===== config.mk =====
export PLATFORM = sky130hd
export DESIGN_NAME = mem_link_responder
export DESIGN_NICKNAME = d
export VERILOG_FILES = /design/src/rtl/mem_link_responder.sv
export SDC_FILE = /design/constraint.sdc
export NUM_CORES = 1
export LEC_CHECK = 0
export ABC_AREA = 1
export ABC_CLOCK_PERIOD_IN_PS = 3350
export BUFFER_PORTS_ARGS = -buffer_cell sky130_fd_sc_hd__buf_2
export CAP_MARGIN = 20
export CORE_MARGIN = 2
export CORE_UTILIZATION = 55
export DETAILED_ROUTE_END_ITERATION = 6
export MAX_ROUTING_LAYER = met4
export PLACE_DENSITY_LB_ADDON = 0.3
export SYNTH_ARGS = -nofsm -noshare
export SYNTH_HDL_FRONTEND = slang
export SYNTH_SLANG_ARGS = --single-unit

===== constraint.sdc =====
create_clock -name clk_i -period 3.35 [get_ports clk_i]
set_clock_uncertainty 0.15 [all_clocks]
set_input_delay 0.8375 -clock clk_i [delete_from_list [all_inputs] [get_ports clk_i]]
set_output_delay 0.8375 -clock clk_i [all_outputs]
set_load 0.02 [all_outputs]

===== src/rtl/mem_link_responder.sv =====
// ============================================================================
// Module   : mem_link_responder
// Purpose  : Edge-port responder that executes echo, write and read link
//            requests against a small register file and returns one response
//            flit per request. Optional macro MEM_LINK_RESPONDER_ERR_RESP_EN
//            enables error responses and err_o for op 11.
// Revision : 1.0  initial release
// ============================================================================
`default_nettype none

module mem_link_responder #(
    parameter  int ENTRIES    = 4,
    parameter  int FIFO_DEPTH = 2,
    localparam int LINK_W     = 68
) (
    input  logic              clk_i,
    input  logic              reset_n_i,
    input  logic [LINK_W-1:0] link_i,
    output logic [LINK_W-1:0] link_o,
    output logic              busy_o
`ifdef MEM_LINK_RESPONDER_ERR_RESP_EN
    ,
    output logic              err_o
`endif
);

    localparam int IDX_W  = $clog2(ENTRIES);
    localparam int PTR_W  = $clog2(FIFO_DEPTH);
    localparam int DATA_W = LINK_W - 2;

    localparam logic [1:0] OP_ECHO  = 2'b00;
    localparam logic [1:0] OP_WRITE = 2'b01;
    localparam logic [1:0] OP_READ  = 2'b10;
    localparam logic [1:0] OP_RSV   = 2'b11;

    logic [DATA_W-1:0] fifo_q [FIFO_DEPTH];
    logic [PTR_W:0]    wr_ptr_q, wr_ptr_d;
    logic [PTR_W:0]    rd_ptr_q, rd_ptr_d;
    logic              rdy_q;
    logic              full_d;
    logic              resp_v_q;
    logic [DATA_W-1:0] resp_data_q;
    logic [31:0]       rf_q [ENTRIES];

    logic              empty;
    logic              enq;
    logic              exec;
    logic [DATA_W-1:0] head;
    logic [1:0]        head_op;
    logic [31:0]       head_val;
    logic [31:0]       head_addr;
    logic [IDX_W-1:0]  head_idx;
    logic [31:0]       head_rdata;
    logic [31:0]       resp_word;

    always_comb begin
        empty      = (wr_ptr_q == rd_ptr_q);
        enq        = link_i[67] & rdy_q;
        // The head may execute while the response register drains this edge.
        exec       = !empty & (!resp_v_q | link_i[66]);
        head       = fifo_q[rd_ptr_q[PTR_W-1:0]];
        head_op    = head[65:64];
        head_val   = head[63:32];
        head_addr  = head[31:0];
        head_idx   = head_addr[IDX_W-1:0];
        head_rdata = rf_q[head_idx];
        resp_word  = head_val;
        case (head_op)
            OP_ECHO, OP_WRITE: resp_word = head_val;
            OP_READ:           resp_word = head_rdata;
            OP_RSV: begin
`ifdef MEM_LINK_RESPONDER_ERR_RESP_EN
                resp_word = 32'hDEAD_BEEF;
`else
                resp_word = head_val;
`endif
            end
        endcase
        wr_ptr_d = wr_ptr_q + {{PTR_W{1'b0}}, enq};
        rd_ptr_d = rd_ptr_q + {{PTR_W{1'b0}}, exec};
        full_d   = (wr_ptr_d[PTR_W] != rd_ptr_d[PTR_W]) &&
                   (wr_ptr_d[PTR_W-1:0] == rd_ptr_d[PTR_W-1:0]);
    end

    always_ff @(posedge clk_i) begin
        if (enq) begin
            fifo_q[wr_ptr_q[PTR_W-1:0]] <= link_i[DATA_W-1:0];
        end
    end

    always_ff @(posedge clk_i or negedge reset_n_i) begin
        if (!reset_n_i) begin
            wr_ptr_q    <= '0;
            rd_ptr_q    <= '0;
            rdy_q       <= 1'b0;
            resp_v_q    <= 1'b0;
            resp_data_q <= '0;
            for (int i = 0; i < ENTRIES; i++) begin
                rf_q[i] <= '0;
            end
        end else begin
            wr_ptr_q <= wr_ptr_d;
            rd_ptr_q <= rd_ptr_d;
            // Ready is the registered not-full view, so a full FIFO never enqueues.
            rdy_q    <= !full_d;
            if (exec) begin
                resp_v_q    <= 1'b1;
                resp_data_q <= {head_op, resp_word, head_addr};
                if (head_op == OP_WRITE) begin
                    rf_q[head_idx] <= head_val;
                end
            end else if (link_i[66]) begin
                resp_v_q <= 1'b0;
            end
        end
    end

`ifdef MEM_LINK_RESPONDER_ERR_RESP_EN
    logic err_q;

    always_ff @(posedge clk_i or negedge reset_n_i) begin
        if (!reset_n_i) begin
            err_q <= 1'b0;
        end else begin
            err_q <= exec && (head_op == OP_RSV);
        end
    end

    assign err_o = err_q;
`endif

    assign link_o = {resp_v_q, rdy_q, resp_data_q};
    assign busy_o = !empty | resp_v_q;

endmodule

`default_nettype wire


* After elaboration in Yosys (flattened, before gate mapping)
Memory sizes are Yosys's and may differ from the RTL's. Cells that the tools add are included.
Storage, ports and cells: logic and storage cells 45, memories kept 1, memory bits (writable) 132, output and inout bits 69, input bits 70, flip-flop bits (word level) 200
Operators by class: order comparisons 2, mux-type cells 11, add/subtract/negate cells 2, reductions and logical operators 9, equality and inequality tests 6, bitwise gates (word level) 5
Memories:
- fifo_q | words 2, width 66, read ports 1, clocked after memory_dff 0, wr ports 1, line 36 | logic [DATA_W-1:0] fifo_q [FIFO_DEPTH];
Operators with widths (number):
- 128-bit bitwise mux | 1
- 32-bit two-way mux | 3
- 32-bit binary-select mux with 2-bit select | 1
- 32-bit demux with 2-bit select | 1
- 32-bit one-hot mux with 2 select lines | 1
- 2-bit by 1-bit adder with 2-bit output | 2
- 2-bit equality test (second input constant) | 2
- 1-bit two-way mux | 4
- 3-bit greater-or-equal comparator (second input constant) | 1
- 1-bit zero test | 3
- 3-bit by 1-bit < comparator with 1-bit output (second input constant) | 1
- 2-bit NOT with 3-bit output | 1
- 3-bit OR reduction | 1
- 1-bit bitwise AND | 2
- 2-bit by 1-bit equality test with 1-bit output (second input constant) | 1
- 2-bit equality test | 1
- 1-bit logical AND | 2
- 2-bit zero test | 1
- 1-bit bitwise OR | 2
- 2-bit AND reduction | 1
- 2-bit nonzero test | 1
- 1-bit equality test | 1
- 1-bit != test | 1

* Logic depth before layout (Yosys ltp)
depth in word-level cells 7, depth in mapped cells 12, mapped depth without buffers 9

* Worst setup path before layout
No wires, ideal clock.
path type input-to-reg, from input port link_i[67], to register rdy_q, path slack -0.029 ns, data required time 3.077 ns, path buffers 0, cell stages on the path 6, data arrival time 3.106 ns, setup time 0.123 ns, path through nand2_1 inv_1 ha_1 xor2_1 xor2_1 nand2_1
Between the ends: longest elaborated chain between the ends 5, elaborated cells between the ends (all ways) 6, classes of those cells add/sub (1); eq/ne (2); bitwise (1); reduce/logical (2)
Ends and longest elaborated chain:
- start: declaration | line 18 | input logic [LINK_W-1:0] link_i,
- 1-bit bitwise AND | line 58 | enq = link_i[67] & rdy_q;
- 2-bit by 1-bit adder with 2-bit output | line 79 | wr_ptr_d = wr_ptr_q + {{PTR_W{1'b0}}, enq};
- net wr_ptr_d[1] | line 37 | logic [PTR_W:0] wr_ptr_q, wr_ptr_d;
- 1-bit != test | line 81 | full_d = (wr_ptr_d[PTR_W] != rd_ptr_d[PTR_W]) &&
- 1-bit logical AND | line 81
- 1-bit zero test | line 105 | rdy_q <= !full_d;
- end signal: assignment | line 105
- end: declaration | line 39 | logic rdy_q;
The timed path passes the listed nets, and every way through them passes these cells. A chain may end at the register's enable or synchronous reset.

* Worst setup path in the final report
from register rd_ptr_q[0], to output port busy_o
Between the ends: longest elaborated chain between the ends 3
Ends and longest elaborated chain:
- start: declaration | line 38 | logic [PTR_W:0] rd_ptr_q, rd_ptr_d;
- start signal: assignment | line 103 | rd_ptr_q <= rd_ptr_d;
- 2-bit equality test | line 57 | empty = (wr_ptr_q == rd_ptr_q);
- 1-bit zero test | line 133 | assign busy_o = !empty | resp_v_q;
- 1-bit bitwise OR | line 133
- end: declaration | line 20 | output logic busy_o
Every way passes these cells.

==> flow_metrics.py <==
metrics = {
    "pwr": {
        "p_total_mw": 17.9,
        "peakVddDrop_v": 0.000722,
        "power_leakage_nw": 7.84,
        "p_per_area_nw_per_um2": 1080,
    },
    "sta": {
        "hold_violations": 0,
        "setup_viol": 0,
        "rsz0062_at_grt": "no",
        "tns_ns": 0,
        "tightestPinTransition_ns": 0.887,
        "drv_slew": 0,
        "period_minus_slack_ns": 2.98,
        "finalCritPeriodShare_pct": 88.8,
        "fmax_ghz": 0.336,
        "maxSlewHeadroom_pct": 40.6,
    },
    "cts": {
        "cts.sink_count": 332,
        "htreeDepth": 2,
        "cts_setup_buffers": 0,
        "tritoncts": "built",
        "cts_buffers": 36,
        "clock_latency_ns": 0.52,
        "clk_pin_slew_ns": 0.06,
        "clockBufferDepth": 3,
        "ctsHoldBuffers": 0,
        "cts_root_buf": "clkbuf_16",
        "postCtsResizedCells": 0,
    },
    "layout": {
        "multiInputGateArea_um2": 4960,
        "area_delta_synth_final_pct": 14.9,
        "drive_above_1_share_pct": 14.8,
        "n_antenna_cell": 0,
        "final-instance-count-excl-fill": 2024,
        "nets": 1734,
        "final_area_um2": 16700,
        "nFillCells": 2119,
        "seq_area_um2": 8970,
    },
    "logic_synthesis": {
        "synthAdderAreaFrac_pct": 0.259,
        "synthTopCellsByArea": "dfrtp_1, edfxtp_1, nand2_1",
        "synth.cell_area_um2": 14500,
        "yosysMostFrequentCell": "nand2_1",
        "synth_xor_area_share_pct": 0.242,
        "synth_edf_count": 132,
        "synth-simple-area-share_pct": 29.4,
        "synth-async-reset-ratio_pct": 60.2,
        "synth.distinct_cells": 25,
        "synth_cells": 1568,
        "synth_seq_cells": 332,
        "synth_top_area_share_pct": 34.5,
        "syn_area_per_cell_um2": 9.25,
        "muxShareOfSynthArea_pct": 0,
        "synthFlopType": "dfrtp_1",
        "ys_warn_count": 0,
        "yosysTopAreaCell": "dfrtp_1",
        "synth_compound_area_share_pct": 4.03,
        "synth_top_family_by_area": "simple AND/OR/NAND/NOR gates",
        "synth_top_cells_by_count": "nand2_1, dfrtp_1, edfxtp_1",
        "synth.net_count": 1641,
        "ys_seq_area_share_pct": 61.9,
    },
    "floorplan": {
        "core-area_um2": 26000,
        "boundaryPins": 139,
        "die_area_um2": 27700,
        "die_y_um": 166,
        "die-width_um": 166,
        "start_util_pct": 55.8,
        "num_rows": 59,
    },
    "global_routing": {
        "antenna_found_initial": 0,
        "grt_use_total_pct": 27.5,
        "grt.overflow.total": 0,
        "grt_max_degree": 175,
        "grt_pass1_vias": 11600,
        "grt_pass1_wl_mm": 59.9,
    },
    "route": {
        "drt_iter0_drc": 1050,
        "dr_total_vias": 11800,
        "first_pass_iters": 5,
        "wirelength_mm": 36.7,
        "ant_nets": 0,
        "drc": 0,
        "viasPerCell": 5.81,
        "wl_per_cell_um": 18.2,
    },
    "worst_setup_path": {
        "crit_path_frequent_cell": "nand2_1",
        "crit_fanout": 19,
        "path_class": "flop to output port",
        "start_kind": "flop",
        "endpoint_kind": "output port",
        "crit_arrival_ns": 1.99,
        "cp_top_family": "flip-flops",
        "cp_cell_sequence": "inv_2 -> nand2_1 -> nand2_1 -> nor2_2 -> nand2_1 -> buf_2",
        "max_stage_delay_ns": 0.61,
        "worst_path_max_delay_cell": "dfrtp_2",
        "critical_path_buf_inv_count": 2,
        "cp_data_required_time_ns": 2.36,
    },
    "placed_design": {
        "numPortBuffers": 138,
        "gp_congestion": 0.818,
        "placedCellCount": 1958,
        "placed_cell_area_um2": 15500,
        "dp_hpwl_mm": 20.8,
    },
    "flow_run": {
        "maxCapViolCount": 0,
    },
    "outcome": {
        "outcome": "finished clean",
    },
    "min_path": {
        "holdCritPathClass": "input pin to asynchronous set/reset pin",
    },
}
-- logic make-up after synthesis --
| kind of cell | after synthesis |
|---|---|
| AND/OR/NAND/NOR | 995 |
| AO/OA/AOI/OAI | 98 |
| flip-flops | 332 |
| buffers and inverters | 136 |
| adder cells (fa/ha/maj) | 3 |
| XOR/XNOR | 4 |
-- cell type report --
class,count,area share (%)
Multi-Input combinational cell,1100,29.8
Tap cell,335,2.52
Timing Repair Buffer,177,6.33
Clock inverter,13,0.751
Inverter,14,0.316
Sequential cell,332,53.9
Clock buffer,53,6.42
-- flip-flops by register name (all words and copies together), names as in the netlist --
name	cells
rf_q	128
fifo_q	132
wr_ptr_q	2
rdy_q	1
rd_ptr_q	2
resp_v_q	1
resp_data_q	66
-- path summary, 6_finish.rpt --
kind / startpoint / endpoint / slack, ns / cells past startpoint
max in group asynchronous: reset_n_i / rf_q[36] / 2.12 / 2
setup / recovery: rd_ptr_q[0] / busy_o / 0.37 / 6
min in group clk_i: rf_q[1] / rf_q[1] / 0.32 / 2
setup reg to reg: rd_ptr_q[0] / rf_q[103] / 0.40 / 9
hold reg to reg: rf_q[1] / rf_q[1] / 0.32 / 2
hold / removal: reset_n_i / resp_data_q[65] / 0.21 / 1
-- per-layer routing --
layer	vias up	routed length [um]	GRT usage (%)	share of wire, %
met5	-	0	-	0
met4	0	1040	10.2	2.8
met3	87	3020	4.15	8.2
met2	541	18000	44.6	49
met1	5674	14600	35.6	40
li1	5448	-	-	-
-- cells in the final DEF (no fill, tap or decap), types with 33 or more instances in the layout --
master and count:
clkbuf_16 39, buf_4 34, nand3_1 131, o21ai_0 33, nand2_1 629, nand4_1 128, dfrtp_1 199, buf_2 137
nor2_1 93, edfxtp_1 132
-- per-stage QoR --
stage	setup WS, ns	utilization (%)	hold WS, ns
after floorplan	0.224	-	0.292
after global placement	0.554	59.5	0.304
after detailed placement	0.457	59.5	0.308
after CTS	0.373	64.1	0.230
after global routing	0.241	64.1	0.256
final	0.375	64.1	0.209
-- power by group --
group	internal (mW)	switching [mW]	leakage [nW]	total, mW
Clock	2.38	1.59	0.585	3.97
Combinational	2.13	5.29	3.55	7.42
Sequential	5.79	0.739	3.70	6.53
Total	10.3	7.62	7.84	17.9
(Power assumes the default switching activity.)
